File: config.mk
export PLATFORM = sky130hd
export DESIGN_NAME = cub_crbr_obuf_flat
export DESIGN_NICKNAME = d
export VERILOG_FILES = /design/src/rtl/cub_crbr_obuf_if.sv /design/src/rtl/cub_crbr_obuf.sv /design/src/flat_wrapper.sv
export SDC_FILE = /design/constraint.sdc
export NUM_CORES = 1
export LEC_CHECK = 0
export BUFFER_PORTS_ARGS = -buffer_cell sky130_fd_sc_hd__buf_2
export CAP_MARGIN = 20
export CELL_PAD_IN_SITES_DETAIL_PLACEMENT = 1
export CELL_PAD_IN_SITES_GLOBAL_PLACEMENT = 2
export CORE_MARGIN = 2
export CORE_UTILIZATION = 35
export DETAILED_ROUTE_END_ITERATION = 8
export PLACE_DENSITY = 0.73
export SLEW_MARGIN = 25
export SYNTH_ARGS = -nofsm -noshare
export SYNTH_HDL_FRONTEND = slang
export SYNTH_HIERARCHICAL = 1
export SYNTH_SLANG_ARGS = --single-unit
File: constraint.sdc
create_clock -name clk -period 2.6 [get_ports clk]
set_input_delay 0.39 -clock clk [delete_from_list [all_inputs] [get_ports clk]]
set_output_delay 0.39 -clock clk [all_outputs]
set_load 0.02 [all_outputs]
File: src/rtl/cub_crbr_obuf_if.sv
// Crossbar output buffer bus: crossbar-side push, consumer-side pop,
// per-channel status, and the shared flush.
interface cub_crbr_obuf_if #(
    parameter int DWID   = 32,
    parameter int CH_OUT = 5,
    parameter int DEPTH  = 4
);
    localparam int CW = $clog2(DEPTH + 1);

    logic                             flush;
    logic [CH_OUT-1:0][DWID-1:0]      cub_crbr_cflow_data_in;
    logic [CH_OUT-1:0]                cub_crbr_cflow_valid_in;
    logic [CH_OUT-1:0][DWID-1:0]      obuf_data_out;
    logic [CH_OUT-1:0]                obuf_valid_out;
    logic [CH_OUT-1:0]                obuf_ready_in;
    logic [CH_OUT-1:0][CW-1:0]        obuf_cnt;
    logic [CH_OUT-1:0]                obuf_full;
    logic [CH_OUT-1:0]                obuf_ovf_err;

    // Environment side: crossbar producer plus downstream consumer.
    modport master (
        output flush, cub_crbr_cflow_data_in, cub_crbr_cflow_valid_in, obuf_ready_in,
        input  obuf_data_out, obuf_valid_out, obuf_cnt, obuf_full, obuf_ovf_err
    );

    // Buffer side.
    modport slave (
        input  flush, cub_crbr_cflow_data_in, cub_crbr_cflow_valid_in, obuf_ready_in,
        output obuf_data_out, obuf_valid_out, obuf_cnt, obuf_full, obuf_ovf_err
    );
endinterface

File: src/rtl/cub_crbr_obuf.sv
// Crossbar output buffer: one independent first-word fall-through FIFO per
// crossbar output channel. The crossbar cannot be stalled, so a push into a
// full channel (with no pop that cycle) is dropped and flagged sticky.

// Single channel FIFO.
module cub_crbr_obuf_ch #(
    parameter int DWID  = 32,
    parameter int DEPTH = 4
) (
    input  logic                          clk,
    input  logic                          rst,
    input  logic                          flush,
    input  logic                          valid_in,
    input  logic [DWID-1:0]               data_in,
    input  logic                          ready_in,
    output logic                          valid_out,
    output logic [DWID-1:0]               data_out,
    output logic [$clog2(DEPTH+1)-1:0]    cnt,
    output logic                          full,
    output logic                          ovf_err
);
    localparam int AW = $clog2(DEPTH);
    localparam int CW = $clog2(DEPTH + 1);

    logic [DWID-1:0] mem [DEPTH];
    logic [AW-1:0]   wptr;
    logic [AW-1:0]   rptr;
    logic            pop;
    logic            push;
    logic            drop;

    // A pop frees a slot in the same cycle, so full+pop still accepts the push.
    always_comb begin
        full      = (cnt == CW'(DEPTH));
        valid_out = (cnt != '0);
        data_out  = valid_out ? mem[rptr] : '0;
        pop       = valid_out & ready_in & ~flush;
        push      = valid_in & ~flush & (~full | pop);
        drop      = valid_in & ~flush & full & ~pop;
    end

    // Storage is never cleared; only the pointers and count define content.
    always_ff @(posedge clk) begin
        if (push) mem[wptr] <= data_in;
    end

    // Pointers, count and sticky overflow; flush wins over push/pop.
    always_ff @(posedge clk or posedge rst) begin
        if (rst) begin
            wptr    <= '0;
            rptr    <= '0;
            cnt     <= '0;
            ovf_err <= 1'b0;
        end else if (flush) begin
            wptr    <= '0;
            rptr    <= '0;
            cnt     <= '0;
            ovf_err <= 1'b0;
        end else begin
            if (push) wptr <= wptr + 1'b1;
            if (pop)  rptr <= rptr + 1'b1;
            if (push && !pop)      cnt <= cnt + 1'b1;
            else if (pop && !push) cnt <= cnt - 1'b1;
            if (drop) ovf_err <= 1'b1;
        end
    end
endmodule

// Top: array of channel FIFOs behind the bus interface.
module cub_crbr_obuf #(
    parameter int DWID   = 32,
    parameter int CH_OUT = 5,
    parameter int DEPTH  = 4
) (
    input  logic                clk,
    input  logic                rst,
    cub_crbr_obuf_if.slave      bus
);
    localparam int CW = $clog2(DEPTH + 1);

    logic [CH_OUT-1:0][DWID-1:0] data_out;
    logic [CH_OUT-1:0]           valid_out;
    logic [CH_OUT-1:0][CW-1:0]   cnt;
    logic [CH_OUT-1:0]           full;
    logic [CH_OUT-1:0]           ovf_err;

    for (genvar c = 0; c < CH_OUT; c++) begin : g_ch
        cub_crbr_obuf_ch #(
            .DWID  (DWID),
            .DEPTH (DEPTH)
        ) u_ch (
            .clk       (clk),
            .rst       (rst),
            .flush     (bus.flush),
            .valid_in  (bus.cub_crbr_cflow_valid_in[c]),
            .data_in   (bus.cub_crbr_cflow_data_in[c]),
            .ready_in  (bus.obuf_ready_in[c]),
            .valid_out (valid_out[c]),
            .data_out  (data_out[c]),
            .cnt       (cnt[c]),
            .full      (full[c]),
            .ovf_err   (ovf_err[c])
        );
    end

    assign bus.obuf_data_out  = data_out;
    assign bus.obuf_valid_out = valid_out;
    assign bus.obuf_cnt       = cnt;
    assign bus.obuf_full      = full;
    assign bus.obuf_ovf_err   = ovf_err;
endmodule

File: src/flat_wrapper.sv
// flat-port wrapper written by rule: the top's interface ports become plain ports
module cub_crbr_obuf_flat 
#(
    parameter int DWID   = 32,
    parameter int CH_OUT = 5,
    parameter int DEPTH  = 4
)
  (clk, rst, bus_flush, bus_cub_crbr_cflow_data_in, bus_cub_crbr_cflow_valid_in, bus_obuf_ready_in, bus_obuf_data_out, bus_obuf_valid_out, bus_obuf_cnt, bus_obuf_full, bus_obuf_ovf_err);
  cub_crbr_obuf_if #(.DWID(DWID), .CH_OUT(CH_OUT), .DEPTH(DEPTH)) bus_i ();
  input  logic clk;
  input  logic rst;
  input wire logic [$bits(bus_i.flush)-1:0] bus_flush;
  input wire logic [$bits(bus_i.cub_crbr_cflow_data_in)-1:0] bus_cub_crbr_cflow_data_in;
  input wire logic [$bits(bus_i.cub_crbr_cflow_valid_in)-1:0] bus_cub_crbr_cflow_valid_in;
  input wire logic [$bits(bus_i.obuf_ready_in)-1:0] bus_obuf_ready_in;
  output wire logic [$bits(bus_i.obuf_data_out)-1:0] bus_obuf_data_out;
  output wire logic [$bits(bus_i.obuf_valid_out)-1:0] bus_obuf_valid_out;
  output wire logic [$bits(bus_i.obuf_cnt)-1:0] bus_obuf_cnt;
  output wire logic [$bits(bus_i.obuf_full)-1:0] bus_obuf_full;
  output wire logic [$bits(bus_i.obuf_ovf_err)-1:0] bus_obuf_ovf_err;
  assign bus_i.flush = bus_flush;
  assign bus_i.cub_crbr_cflow_data_in = bus_cub_crbr_cflow_data_in;
  assign bus_i.cub_crbr_cflow_valid_in = bus_cub_crbr_cflow_valid_in;
  assign bus_i.obuf_ready_in = bus_obuf_ready_in;
  assign bus_obuf_data_out = bus_i.obuf_data_out;
  assign bus_obuf_valid_out = bus_i.obuf_valid_out;
  assign bus_obuf_cnt = bus_i.obuf_cnt;
  assign bus_obuf_full = bus_i.obuf_full;
  assign bus_obuf_ovf_err = bus_i.obuf_ovf_err;
  cub_crbr_obuf #(.DWID(DWID), .CH_OUT(CH_OUT), .DEPTH(DEPTH)) u_core (.clk(clk), .rst(rst), .bus(bus_i));
endmodule
==> flow_summary.toml, run 1 <==
[sta]
holdWs_ns = 0.0346
setup_viol_count_final = 0
slew_violations = 0
fin_ws_ns = 0.0119
clock.fmax_ghz = 0.386
fin_skew_ns = 0.0283
slew_headroom_pct = 69.3
rsz0062_at_grt = "true"
min_period_over_period_pct = 99.5
report.final.hold_viol_count = 0
min_period_ns = 2.59
worst_pin_slew_ns = 0.461

[die]
ios = 363
dieArea_um2 = 80100
dieWidth_um = 283
start_util_pct = 35.2
fp.dieH_um = 283
design.core.area_um2 = 77300
num_rows = 102

[run]
timing.max_cap.violations = 0

[detailed_routing]
post_drt_wl_per_cell_um = 21.5
wl_um = 65100
ant_nets = 0
vias = 14400
firstDrtPassIters = 4
drc = 0
dr.first_iter.drc_count = 582
viasPerCell = 4.76

[hold_path]
hold_depth = 1
hold_path.class = "in -> reg"

[power]
ir_drop_v = 0.000742
cellPowerDensity_nw_per_um2 = 1040
p_leak_nw = 12.3

[status]
status = "complete, no violations"

[grt]
grt_pass1_vias = 16300
grt_pass1_wl_um = 99200
grt_antenna_before_repair = 9
globalRouteTotalUtil_pct = 16.0
grt-ovfl-total = 0
grt_max_degree = 35

[logic_synthesis]
synth_top_area_share_pct = 70.5
syn_area_per_cell_um2 = 20.3
synth-edff-count = 640
synth_area_leaders = "edfxtp_1 71%, mux4_2 13%, nor2b_1 3.8%, dfrtp_1 3.7%, buf_6 1.0%"
synth_warnings = 6
synth_cell_type_count = 30
netlist_instances = 1340
syn_nets = 1538
synth_most_common_cell = "edfxtp_1"
synth-seq-cells = 680
ys.flop_type = "edfxtp_1"
ys_top_cells_by_count = "640 x edfxtp_1, 165 x nor2b_1, 160 x mux4_2"
synth_area_um2 = 27300
synthArstFlopShare_pct = 5.88
seq_area_frac_synth_pct = 74.2
yosysTopAreaCell = "edfxtp_1"

[worst_setup_path]
worstPathMaxFanout = 7
r2r_cells = 7
setup.worst_path.end_class = "output port"
cp.arrival_ns = 2.20
path_class = "reg -> out"
cp-start-kind = "flop"
required_ns = 2.21

[placement]
place.gp.congestion = 0.720
dpl_worst_slack_ns = 0.478
port_buffers = 362
dp_cells = 2711
hpwl_um = 39900

[finish]
final_util_pct = 45.4
flow.area_growth_from_synthesis_pct = 28.8
fin_cells = 3026
drive_above_1_share_pct = 37.4
nets = 2118

[cts]
clock_latency_ns = 0.60
cts_htree_levels = 3
path_clk_slew_ns = 0.06
cts_tree = "done"
cts_root_buffer = "clkbuf_16"
cts_buffers = 77
cts.path.max_buffers = 3
cts.sinks = 680
-- path summary, 6_finish.rpt --
| path | start | to | slack (ns) |
|---|---|---|---|
| setup reg to reg | u_core/g_ch[1].u_ch/cnt[1] | u_core/g_ch[1].u_ch/cnt[2] | 0.53 |
| setup / recovery | u_core/g_ch[1].u_ch/rptr[0] | bus_obuf_data_out[39] | 0.01 |
| hold reg to reg | u_core/g_ch[3].u_ch/ovf_err | u_core/g_ch[3].u_ch/ovf_err | 0.49 |
| min in group asynchronous | rst | u_core/g_ch[4].u_ch/wptr[1] | 0.41 |
| hold / removal | bus_cub_crbr_cflow_data_in[126] | u_core/g_ch[3].u_ch/mem[1][30] | 0.03 |
| max in group asynchronous | rst | u_core/g_ch[2].u_ch/rptr[0] | 1.88 |
-- cell type report --
cell class	count	area (µm²)
diodes	4	10.0
clock buffers	97	2040
clock inverters	44	423
fillers	7457	42200
inverters	30	113
multi-input cells	550	6490
flip-flops and latches	680	20200
well taps	1040	1300
repair buffers	581	4500
-- power breakdown --
group | total (W) | internal, W | switching (W)
clock network | 0.0106 | 0.00628 | 0.00427
registers | 0.0133 | 0.0128 | 0.000577
logic | 0.0125 | 0.00547 | 0.00707
total | 0.0364 | 0.0245 | 0.0119
-- through the flow --
step | power (W) | area [µm²] | TNS [ns]
4_1_cts | 0.0362 | 34700 | -0.450
3_3_place_gp | 0.0248 | 30500 | 0
5_1_grt | 0.0381 | 35100 | -1.26
3_5_place_dp | 0.0250 | 30500 | 0
2_1_floorplan | 0.0212 | 27300 | 0
6_report | 0.0364 | 35100 | 0
-- state kept, by name, summed over array words and instances, names as in the netlist --
register                  count
u_core/g_ch.u_ch/cnt         15
u_core/g_ch.u_ch/mem        640
u_core/g_ch.u_ch/ovf_err      5
u_core/g_ch.u_ch/rptr        10
u_core/g_ch.u_ch/wptr        10
-- per-layer routing --
| metal | part of all wire, % | GRT usage, % |
|---|---|---|
| met1 | 39 | 19.0 |
| met4 | 1.9 | 4.56 |
| met5 | 0.10 | 0 |
| met3 | 7.2 | 4.77 |
| met2 | 52 | 28.3 |
-- worst max-delay path: stages, from the launching register on --
cell and delay, ns:
dfrtp_4 0.57, buf_12 0.18, mux4_2 0.50, nor2b_1 0.16, buf_4 0.19
-- placed cells by master, fill, tap and decap left out, drive strengths merged, types with 10 or more instances in the layout --
cell and count:
edfxtp 640, buf 423, nor2b 165, mux4 160
dlygate4sd3 152, clkbuf 103, nor2 55, dfrtp 40
inv 32, clkinv 29, and2 25, nand2b 20
ha 20, mux2 15, mux2i 10, a31oi 10
xor2 10, nor4b 10, nor3 10
-- kinds of logic (layout without fill, tap and decap cells) --
group                      Yosys count  count (layout)  synth area share [%]
adders and majority gates           25              25                  1.29
AOI/OAI and AO/OA                   35              35                  1.03
other                                0               4                     0
buffers and inverters              110             752                  2.41
DFF                                680             680                  74.2
xor gates and xnor gates            15              15                 0.482
and+or+nand+nor                    290             290                  6.40
muxes                              185             185                  14.2
-- repair_timing --
| action | in CTS | in global routing |
|---|---|---|
| hold buffers | 152 | 0 |
| gates resized for setup | 26 | 66 |
| endpoints found under the hold margin | 635 | 0 |
| setup buffers | 7 | 2 |
| gates cloned | 2 | 7 |
| endpoints found under the setup margin | 119 | 90 |
Note: power is estimated with default switching activity, not from simulation.
==> inputs of run 2 (changes only) <==
ABC_AREA = 1   (was default)
CORE_UTILIZATION = 39   (was 35)
PLACE_DENSITY = 0.86   (was 0.73)
SLEW_MARGIN = 20   (was 25)
==> flow_summary.toml, run 2 <==
[sta]
rsz0062_at_grt = "true"
min_period_ns = 2.53
setup_viol_count_final = 0
min_period_over_period_pct = 97.4
clock.fmax_ghz = 0.395
worst_pin_slew_ns = 0.472
fin_skew_ns = 0.0349
slew_violations = 0
slew_headroom_pct = 68.5
fin_ws_ns = 0.0673
tns_ns = 0
report.final.hold_viol_count = 0

[worst_setup_path]
r2r_cells = 12
reg2reg_slack_ns = 0.55
reg2reg_to = "u_core/g_ch[4].u_ch/cnt[2]"
worstPathMaxFanout = 7
cp.arrival_ns = 2.14
cp-start-kind = "flop"
setup.worst_path.end_class = "output port"
reg2reg_from = "u_core/g_ch[4].u_ch/cnt[2]"
required_ns = 2.21
path_class = "reg -> out"

[logic_synthesis]
synth_cell_type_count = 25
ys_top_cells_by_count = "675 x nor2_1, 640 x edfxtp_1, 175 x a21oi_1, 175 x o21ai_1, 165 x o21ai_0"
synth-edff-count = 640
yosysTopAreaCell = "edfxtp_1"
synth_area_um2 = 27500
ys.flop_type = "edfxtp_1"
synth_most_common_cell = "nor2_1"
synth-seq-cells = 680
synth_warnings = 6
synth_area_leaders = "edfxtp_1 70%, nor2_1 9.2%, dfrtp_1 3.6%, a21oi_1 3.2%, o21ai_1 3.2%"
seq_area_frac_synth_pct = 73.4
netlist_instances = 2245
syn_nets = 2443
syn_area_per_cell_um2 = 12.3
synth_top_area_share_pct = 69.8
synthArstFlopShare_pct = 5.88

[cts]
cts_buffers = 75
cts.path.max_buffers = 3
clock_latency_ns = 0.62
path_clk_slew_ns = 0.05
cts_htree_levels = 3
cts.sinks = 680
cts_root_buffer = "clkbuf_16"
cts_tree = "done"

[placement]
port_buffers = 362
dpl_worst_slack_ns = 0.144
dp_cells = 3489
hpwl_um = 46600
place.gp.congestion = 0.788

[grt]
grt_max_degree = 66
grt_pass1_vias = 21600
grt-ovfl-total = 0
grt_pass1_wl_um = 122000
grt_antenna_before_repair = 10
met3_usage_pct = 4.34
use_met1_pct = 25.2
globalRouteTotalUtil_pct = 21.4
use_met2_pct = 38.7
top_usage_layer = "met2"

[detailed_routing]
firstDrtPassIters = 5
dr.first_iter.drc_count = 1210
vias = 19600
wl_um = 78700
ant_nets = 0
viasPerCell = 5.16
drc = 0
post_drt_wl_per_cell_um = 20.7

[finish]
drive_above_1_share_pct = 21.7
n_fill_cell = 7294
nets = 2991
final_common_cell = "nor2_1"
flow.area_growth_from_synthesis_pct = 27.2
top_regs = "u_core/g_ch.u_ch/mem: 640 flops, u_core/g_ch.u_ch/cnt: 15 flops"
fin_cells = 3799
regMostFlops = "u_core/g_ch.u_ch/mem"
final_util_pct = 50.0
layout_common_cells = "655 x nor2_1, 640 x edfxtp_1, 361 x buf_2, 176 x o21ai_1, 169 x a21oi_1"
largest_register_ffs = 640

[hold_path]
hold_start = "bus_cub_crbr_cflow_data_in[25]"
hold_depth = 1
hold_path.class = "in -> reg"
holdPathEnd = "u_core/g_ch[0].u_ch/mem[2][25]"

[die]
dieArea_um2 = 72800
ios = 363
dieWidth_um = 270
fp.dieH_um = 270
num_rows = 97
start_util_pct = 39.3
design.core.area_um2 = 70000

[run]
timing.max_cap.violations = 0

[power]
power.total_w = 0.0353
cellPowerDensity_nw_per_um2 = 1010
p_leak_nw = 13.1
ir_drop_v = 0.000787

[status]
status = "complete, no violations"
## run 2: changes by cell type after synthesis, sizes merged, moves of 70 or more
cell / change
mux4: -160
a21oi: +170
nor2b: -165
nand2: +70
nor2: +625
o21ai: +340
## run 2: final cells by class
| cell class | count | area, µm² | share of cell area, % |
|---|---|---|---|
| tap | 940 | 1180 | 3.36 |
| antenna | 5 | 12.5 | 0.0357 |
| sequential | 680 | 20200 | 57.8 |
| clock inverter | 44 | 546 | 1.56 |
| multi-input combinational | 1355 | 6300 | 18.0 |
| clock buffer | 94 | 2010 | 5.74 |
| inverter | 90 | 362 | 1.03 |
| timing repair buffer | 591 | 4390 | 12.5 |
## run 2: worst max-delay path by stage
| stage | cells after the start | from | end | slack, ns |
|---|---|---|---|---|
| 2_1_floorplan | 4 | bus_cub_crbr_cflow_valid_in[1] | u_core/g_ch[1].u_ch/mem[0][0] | -0.03 |
| 3_3_place_gp | 13 | bus_flush | u_core/g_ch[1].u_ch/cnt[2] | 0.25 |
| 3_5_place_dp | 13 | bus_flush | u_core/g_ch[1].u_ch/cnt[2] | 0.14 |
| 4_1_cts | 5 | u_core/g_ch[0].u_ch/rptr[0] | bus_obuf_data_out[13] | 0.006 |
| 5_1_grt | 6 | u_core/g_ch[0].u_ch/cnt[2] | bus_obuf_data_out[13] | -0.03 |
| 6_report | 7 | u_core/g_ch[0].u_ch/cnt[2] | bus_obuf_data_out[8] | 0.07 |
## run 2: where the power goes
part           internal, W  switching, W
logic              0.00342       0.00785
clock network      0.00669       0.00429
registers           0.0126      0.000369
total               0.0228        0.0125
## run 2: cells by family (layout without fill, tap and decap cells)
group | count (synthesis) | in the layout | share of synthesized area [%]
DFF | 680 | 680 | 73.4
AOI/OAI and AO/OA | 520 | 520 | 9.47
other | 0 | 5 | 0
buffers and inverters | 210 | 819 | 3.97
xor gates and xnor gates | 5 | 5 | 0.159
and+or+nand+nor | 805 | 805 | 11.7
adders and majority gates | 25 | 25 | 1.27
## run 2: stage by stage
step	hold WS, ns	cell area, µm²
floorplan	0.206	27500
global placement	0.498	30600
detailed placement	0.488	30600
CTS	0.000743	34900
global route	0.0275	35000
finish	0.0454	35000
## run 2: what timing repair did
action / 4_1_cts / 5_1_grt
endpoints found under the hold margin: 665 / 0
buffers inserted: 1 / 5
resized for setup: 16 / 24
endpoints found under the setup margin: 82 / 63
cloned: 1 / 1
hold buffers: 159 / 0
pin swaps: 0 / 1
## run 2: per-layer routing
metal | vias to the layer above | wire, µm
met1 | 9926 | 31000
met2 | 521 | 41200
met3 | 142 | 4330
li1 | 8992 | -
met5 | - | 78
met4 | 12 | 2030
## run 2: critical path: stages, from the launching register on
cell        delay [ns]
dfrtp_2           0.44
inv_1             0.10
nand2_2           0.17
clkinvlp_4        0.22
buf_4             0.19
buf_4             0.12
a21oi_1           0.10
buf_2             0.21
